File: config.mk
export PLATFORM = sky130hd
export DESIGN_NAME = mem_arbiter
export DESIGN_NICKNAME = d
export VERILOG_FILES = /design/src/rtl/mem_arbiter.sv
export SDC_FILE = /design/constraint.sdc
export NUM_CORES = 1
export LEC_CHECK = 0
export CORE_MARGIN = 10
export CORE_UTILIZATION = 42
export CTS_BUF_LIST = sky130_fd_sc_hd__clkbuf_4 sky130_fd_sc_hd__clkbuf_8
export CTS_CLUSTER_SIZE = 14
export DETAILED_ROUTE_END_ITERATION = 12
export PLACE_DENSITY = 0.82
export SLEW_MARGIN = 20
export SYNTH_ARGS = -nofsm -noshare
export SYNTH_HDL_FRONTEND = slang
export SYNTH_SLANG_ARGS = --single-unit
File: constraint.sdc
create_clock -name clk -period 6.7 [get_ports clk]
set_input_delay 1.34 -clock clk [delete_from_list [all_inputs] [get_ports clk]]
set_output_delay 1.34 -clock clk [all_outputs]
set_load 0.01 [all_outputs]
File: src/rtl/mem_arbiter.sv
// mem_arbiter: shares one single-port RAM between an instruction-fetch port and a data port.
// Optional macro MEM_ARB_RR_EN selects round-robin tie-breaking; undefined means fixed D-port priority.
module mem_arbiter #(
    parameter int WORD_LEN = 32,
    parameter int RD_LAT   = 1
) (
    input  logic                clk,
    input  logic                rst,
    input  logic                i_req,
    input  logic [WORD_LEN-1:0] i_addr,
    output logic                i_gnt,
    output logic                i_rvalid,
    output logic [WORD_LEN-1:0] i_rdata,
    input  logic                d_req,
    input  logic [WORD_LEN-1:0] d_addr,
    input  logic                d_wen,
    input  logic [WORD_LEN-1:0] d_wdata,
    output logic                d_gnt,
    output logic                d_rvalid,
    output logic [WORD_LEN-1:0] d_rdata,
    output logic                m_en,
    output logic                m_wen,
    output logic [WORD_LEN-1:0] m_addr,
    output logic [WORD_LEN-1:0] m_wdata,
    input  logic [WORD_LEN-1:0] m_rdata,
    output logic [1:0]          o_dbg_state
);

    if (RD_LAT < 1 || RD_LAT > 4) begin : g_bad_rd_lat
        $error("mem_arbiter: RD_LAT must be in 1..4");
    end

    typedef enum logic [1:0] {S_IDLE, S_ACCESS, S_WAIT, S_DONE} state_t;

    state_t              r_state;
    logic [2:0]          r_cnt;
    logic                r_port_d;
    logic                r_wen;
    logic                r_m_en;
    logic                r_m_wen;
    logic [WORD_LEN-1:0] r_m_addr;
    logic [WORD_LEN-1:0] r_m_wdata;
    logic                r_i_rvalid;
    logic                r_d_rvalid;
    logic [WORD_LEN-1:0] r_i_rdata;
    logic [WORD_LEN-1:0] r_d_rdata;
    logic                w_take;
    logic                w_pick_d;

    // Handshake: a requester holds req and payload until it sees gnt in the same cycle;
    // gnt is only given in IDLE, and the payload is captured on that clock edge.
`ifdef MEM_ARB_RR_EN
    logic r_last_d;

    always_comb begin
        w_pick_d = d_req;
        if (i_req && d_req) begin
            w_pick_d = ~r_last_d;
        end
    end

    always_ff @(posedge clk or posedge rst) begin
        if (rst) begin
            r_last_d <= 1'b1;
        end else if (w_take) begin
            r_last_d <= w_pick_d;
        end
    end
`else
    assign w_pick_d = d_req;
`endif

    assign w_take = (r_state == S_IDLE) && (i_req || d_req) && !rst;
    assign i_gnt  = w_take && !w_pick_d;
    assign d_gnt  = w_take && w_pick_d;

    always_ff @(posedge clk or posedge rst) begin
        if (rst) begin
            r_state    <= S_IDLE;
            r_cnt      <= '0;
            r_port_d   <= 1'b0;
            r_wen      <= 1'b0;
            r_m_en     <= 1'b0;
            r_m_wen    <= 1'b0;
            r_m_addr   <= '0;
            r_m_wdata  <= '0;
            r_i_rvalid <= 1'b0;
            r_d_rvalid <= 1'b0;
            r_i_rdata  <= '0;
            r_d_rdata  <= '0;
        end else begin
            r_m_en     <= 1'b0;
            r_m_wen    <= 1'b0;
            r_i_rvalid <= 1'b0;
            r_d_rvalid <= 1'b0;
            case (r_state)
                S_IDLE: begin
                    if (w_take) begin
                        r_state  <= S_ACCESS;
                        r_port_d <= w_pick_d;
                        r_wen    <= w_pick_d & d_wen;
                        r_m_en   <= 1'b1;
                        r_m_wen  <= w_pick_d & d_wen;
                        r_m_addr <= w_pick_d ? d_addr : i_addr;
                        if (w_pick_d) begin
                            r_m_wdata <= d_wdata;
                        end
                    end
                end
                S_ACCESS: begin
                    // Writes complete immediately; reads wait out the RAM latency.
                    if (r_wen) begin
                        r_state    <= S_DONE;
                        r_d_rvalid <= 1'b1;
                    end else begin
                        r_state <= S_WAIT;
                        r_cnt   <= 3'(RD_LAT);
                    end
                end
                S_WAIT: begin
                    r_cnt <= r_cnt - 3'd1;
                    if (r_cnt == 3'd1) begin
                        r_state <= S_DONE;
                        if (r_port_d) begin
                            r_d_rdata  <= m_rdata;
                            r_d_rvalid <= 1'b1;
                        end else begin
                            r_i_rdata  <= m_rdata;
                            r_i_rvalid <= 1'b1;
                        end
                    end
                end
                S_DONE: begin
                    r_state <= S_IDLE;
                end
                default: begin
                    r_state <= S_IDLE;
                end
            endcase
        end
    end

    assign m_en        = r_m_en;
    assign m_wen       = r_m_wen;
    assign m_addr      = r_m_addr;
    assign m_wdata     = r_m_wdata;
    assign i_rvalid    = r_i_rvalid;
    assign d_rvalid    = r_d_rvalid;
    assign i_rdata     = r_i_rdata;
    assign d_rdata     = r_d_rdata;
    assign o_dbg_state = r_state;

endmodule

Word-level counts from Yosys, hierarchy flattened
Cells that the tools add are included.

word-level totals
  word-level logic and storage cells = 55
  register bits after elaboration = 139

operators by class
  bitwise gates (word level) = 2
  multiplexer cells = 18
  reductions and logical operators = 15
  add/subtract/negate cells = 1
  eq/ne operators = 7

operators by type and width
  kind                 count
  $mux 32              1
  $mux 1               11
  $reduce_and 3->1     3
  $pmux 2 s4           1
  $ne 2x2->1 const B   3
  $pmux 3 s2           1
  $reduce_and 2->1     3
  $eq 2x2->1 const B   2
  $logic_and 1x1->1    4
  $mux 2               2
  $eq 3x1->1 const B   1
  $mux 3               1
  $sub 3x1->3 const B  1
  $eq 2x1->1 const B   1
  $logic_not 1->1      2
  $logic_not 2->1      1
  $pmux 1 s2           1
  $reduce_bool 2->1    1
  $and 1x1->1          1
  $logic_or 1x1->1     1
  $not 1->1            1

Logic depth before layout (Yosys ltp)
  word-level depth = 5
  mapped depth = 8
  mapped depth without buffers = 5

Least setup slack after synthesis
No wires, ideal clock.

  path kind = in2out
  start point = in rst
  end point = out d_gnt
  data required time = 5.360 ns
  arrival = 5.088 ns
  setup slack = 0.272 ns
  cell stages on the path = 4
  path through = inv_1 > and3_1 > clkbuf_1 > buf_1

between the ends
  cells in the longest elaborated chain, start to end = 3

ends and longest elaborated chain
  item                       RTL line  RTL
  start: declaration         8         input logic rst,
  $logic_not 1->1 (no line)  n/a
  $logic_and 1x1->1          73        assign w_take = (r_state == S_IDLE) && (i_req || d_req) && !rst;
  $logic_and 1x1->1          75        assign d_gnt = w_take && w_pick_d;
  end: declaration           18        output logic d_gnt,

No other way between the ends.

Worst setup path after layout
  start point = in d_req
  end point = out i_gnt

between the ends
  cells in the longest elaborated chain, start to end = 4
  elaborated cells between the ends (all ways) = 5

ends and longest elaborated chain
  item                             RTL line  RTL
  start: declaration               14        input logic d_req,
  $logic_or 1x1->1                 73
  $logic_and 1x1->1 (2 in series)  73
  $logic_and 1x1->1 (*)            74        assign i_gnt = w_take && !w_pick_d;
  end: declaration                 11        output logic i_gnt,

Mark *: on every way between the ends. The rest lies on a longest branch, timed or not.

==> flow_summary.yaml <==
outcome:
  status: "finished clean"
critical_path:
  cp-end-kind: "output port"
  crit_type: "in -> out"
  worstSetupStartpointType: "input port"
  cp.arrival_ns: 3.65
  path_max_fanout: 36
  crit_required_ns: 5.36
sta:
  finalCritPeriodShare_pct: 74.45
  final_max_slew_viol_count: 0
  grt_setup_unrepaired: "no"
  finalSetupViolations: 0
  fin_skew_ns: 0.01159
  hold_viol_final: 0
  fmax_mhz: 200.5
  fin_ws_ns: 1.712
  worst_pin_slew_ns: 0.7783
  period_minus_slack_ns: 4.988
  tns_ns: 0
  slew_headroom_pct: 48.12
place:
  place_ws_ns: 1.747
  gp_congestion: 0.8219
  place.port_buffers: 268
  dp_hpwl_um: 13410
  dp.cells: 797
  place_area_sq_um: 8441
cts:
  root_buffer: "clkbuf_8"
  clkTransAtPathRegs_ns: 0.08
  cts_buffers: 17
  post_cts_buffers: 0
  cts_tree: "built"
  cts_max_path_buffers: 2
  clock-sinks: 139
  clock_latency_ns: 0.44
  cts_resized: 0
  cts_hold_buffers: 0
  cts_max_level: 4
route:
  antenna_left: 0
  wl_per_cell_um: 21.65
  vias: 4333
  wirelength_um: 18010
  post-route-drc-count: 0
  drt-initial-drc-count: 234
  avgViaCountPerCell: 5.208
  drt-pass1-iter-count: 4
global_route:
  grt_use_total_pct: 18.94
  grt_pass1_wl_um: 26900
  grt_max_degree: 81
  grt_pass1_vias: 4715
  antenna_found_initial: 2
  grt.overflow.total: 0
logic_synthesis:
  yosysSeqAreaShare_pct: 61.81
  syn_area_sq_um: 5628
  synth_mux_area_share_pct: 19.21
  syn_area_per_cell_sq_um: 15.05
  synth_compound_area_share_pct: 7.448
  syn-instance-count: 374
  synth_top_family_by_area: "multiplexers"
  synth_fa_ha_area_share_pct: 1.112
  ys_ff_latch: 139
  yosys.area_share.xor_xnor_pct: 0
  synthSimpleGateAreaFrac_pct: 7.114
  synth_fp_nets: 512
  synthDistinctLibCells: 35
  yosysWarnings: 0
layout:
  nets: 779
  final_util_pct: 67.62
  syn_to_final_growth_pct: 58.47
  instances_no_fill: 832
  drive_gt1_share_pct: 21.10
  postLayoutCellArea_sq_um: 8919
power:
  max-vdd-ir-drop_mv: 0.2792
  pwr-share-seq_pct: 35.4
  p_clk_share_pct: 18.0
  p_leak_uw: 0.003620
  swShare_pct: 32.08
  internal_power_uw: 2854
  p_sw_uw: 1348
  combPwrFrac_pct: 46.6
  p_per_area_nw_per_um2: 471.2
hold_path:
  hp-class: "reg -> reg"
die:
  die_y_um: 135.8
  ios: 269
  fp-row-count: 42
  initial_core_util_pct: 42.67
  die_area_sq_um: 18430
  die_w_um: 135.8
  core_area_sq_um: 13190
job:
  cap_violations: 0
## through the flow
| step | total power, uW | hold WS [ns] |
|---|---|---|
| 2_1_floorplan | 2346 | 0.4485 |
| 3_3_place_gp | 3397 | 0.4595 |
| 3_5_place_dp | 3479 | 0.4760 |
| 4_1_cts | 4263 | 0.4990 |
| 5_1_grt | 4424 | 0.5170 |
| 6_report | 4202 | 0.4910 |
## per-layer routing
| layer | track usage [%] | vias up | share of wire, % |
|---|---|---|---|
| li1 | - | 1943 | - |
| met1 | 20.20 | 2190 | 35 |
| met2 | 32.94 | 176 | 53 |
| met3 | 6.454 | 24 | 8.7 |
| met4 | 8.911 | 0 | 2.6 |
| met5 | 0 | - | 0 |
## power groups by stage
| stage | Clock, uW | Combinational [uW] | Sequential [uW] |
|---|---|---|---|
| after floorplan | 0 | 682 | 1660 |
| after global placement | 0 | 1920 | 1470 |
| after detailed placement | 0 | 1980 | 1500 |
| after CTS | 780 | 1990 | 1490 |
| after global routing | 810 | 2080 | 1540 |
| final | 758 | 1960 | 1490 |
## cell usage in the layout (no fill, tap or decap), drive strengths merged
cell type | netlist | final
clkdlybuf4s50 | 0 | 268
dfrtp | 139 | 139
mux2 | 96 | 96
nor4b | 32 | 32
a221o | 32 | 32
clkbuf | 10 | 17
inv | 8 | 14
buf | 19 | 9
ha | 5 | 5
nand3 | 4 | 4
nand2 | 4 | 4
bufinv | 0 | 4
o211ai | 3 | 3
clkinvlp | 0 | 3
diode | 0 | 2
nand2b | 2 | 2
nor2 | 2 | 2
nor3 | 2 | 2
clkinv | 0 | 2
nor2b | 1 | 1
or2 | 1 | 1
and3 | 1 | 1
a21bo | 1 | 1
o31ai | 1 | 1
o2111ai | 1 | 1
and4 | 1 | 1
a21oi | 1 | 1
a21boi | 1 | 1
and2 | 1 | 1
a22o | 1 | 1
a21o | 1 | 1
nand3b | 1 | 1
o221ai | 1 | 1
o21a | 1 | 1
o21ai | 1 | 1
## cell usage after synthesis
cell type,instances,area share (%)
o21a_1,1,0.13
dfrtp_1,139,62
buf_2,14,1.2
clkbuf_1,10,0.67
nor2_2,1,0.11
and2_1,1,0.11
nor3_1,1,0.089
nor2b_1,1,0.11
a21oi_1,1,0.089
o211ai_1,3,0.40
nand3_1,4,0.36
ha_1,5,1.1
buf_6,4,0.80
a21bo_2,1,0.18
nor4b_1,32,5.0
mux2_1,4,0.80
nand2_1,4,0.27
nand2b_1,2,0.22
a22o_1,1,0.16
nor2_1,1,0.067
a221o_1,32,5.7
o21ai_0,1,0.089
and4_1,1,0.16
or2_1,1,0.11
inv_1,8,0.53
o2111ai_1,1,0.16
o221ai_1,1,0.16
a21o_1,1,0.13
and3_1,1,0.11
mux2_2,92,18
a21boi_0,1,0.13
nor3_4,1,0.29
buf_1,1,0.067
nand3b_1,1,0.13
o31ai_1,1,0.13
## worst max-delay path: stages
cell	delay (ns)
clkdlybuf4s50_1	0.46
buf_4	0.33
nor2_2	0.07
buf_4	0.25
or2_1	0.24
buf_4	0.25
nor2_1	0.13
clkdlybuf4s50_1	0.55
## worst paths after layout
kind | from | endpoint | slack, ns | cells past startpoint
min in group asynchronous | rst | o_dbg_state[1] | 1.43 | 2
min | r_cnt[1] | r_cnt[1] | 0.49 | 2
max | d_req | i_gnt | 1.71 | 8
min reg2reg | r_cnt[1] | r_cnt[1] | 0.49 | 2
max reg2reg | o_dbg_state[0] | i_rdata[14] | 4.37 | 6
max in group asynchronous | rst | m_wdata[11] | 4.19 | 4
## kinds of logic after synthesis
kind of cell | Yosys count
flops | 139
mux | 96
simple gates | 52
compound gates | 45
buf+inv | 37
fa+ha+maj | 5
## area by class of cell
class,count,area (sq um)
well taps,176,220.2
multi-input cells,198,1964
fillers,937,4272
clock inverters,15,211.5
repair buffers,277,2770
flip-flops and latches,139,3478
clock buffers,17,234.0
inverters,8,35.03
diodes,2,5.005
## state kept, by name, summed over array words and instances, names as in the netlist
signal,count
m_addr,32
m_wdata,32
d_rvalid,1
m_wen,1
r_port_d,1
d_rdata,32
o_dbg_state,2
m_en,1
i_rdata,32
i_rvalid,1
r_wen,1
r_cnt,3
Power figures use the tool's default switching activity.
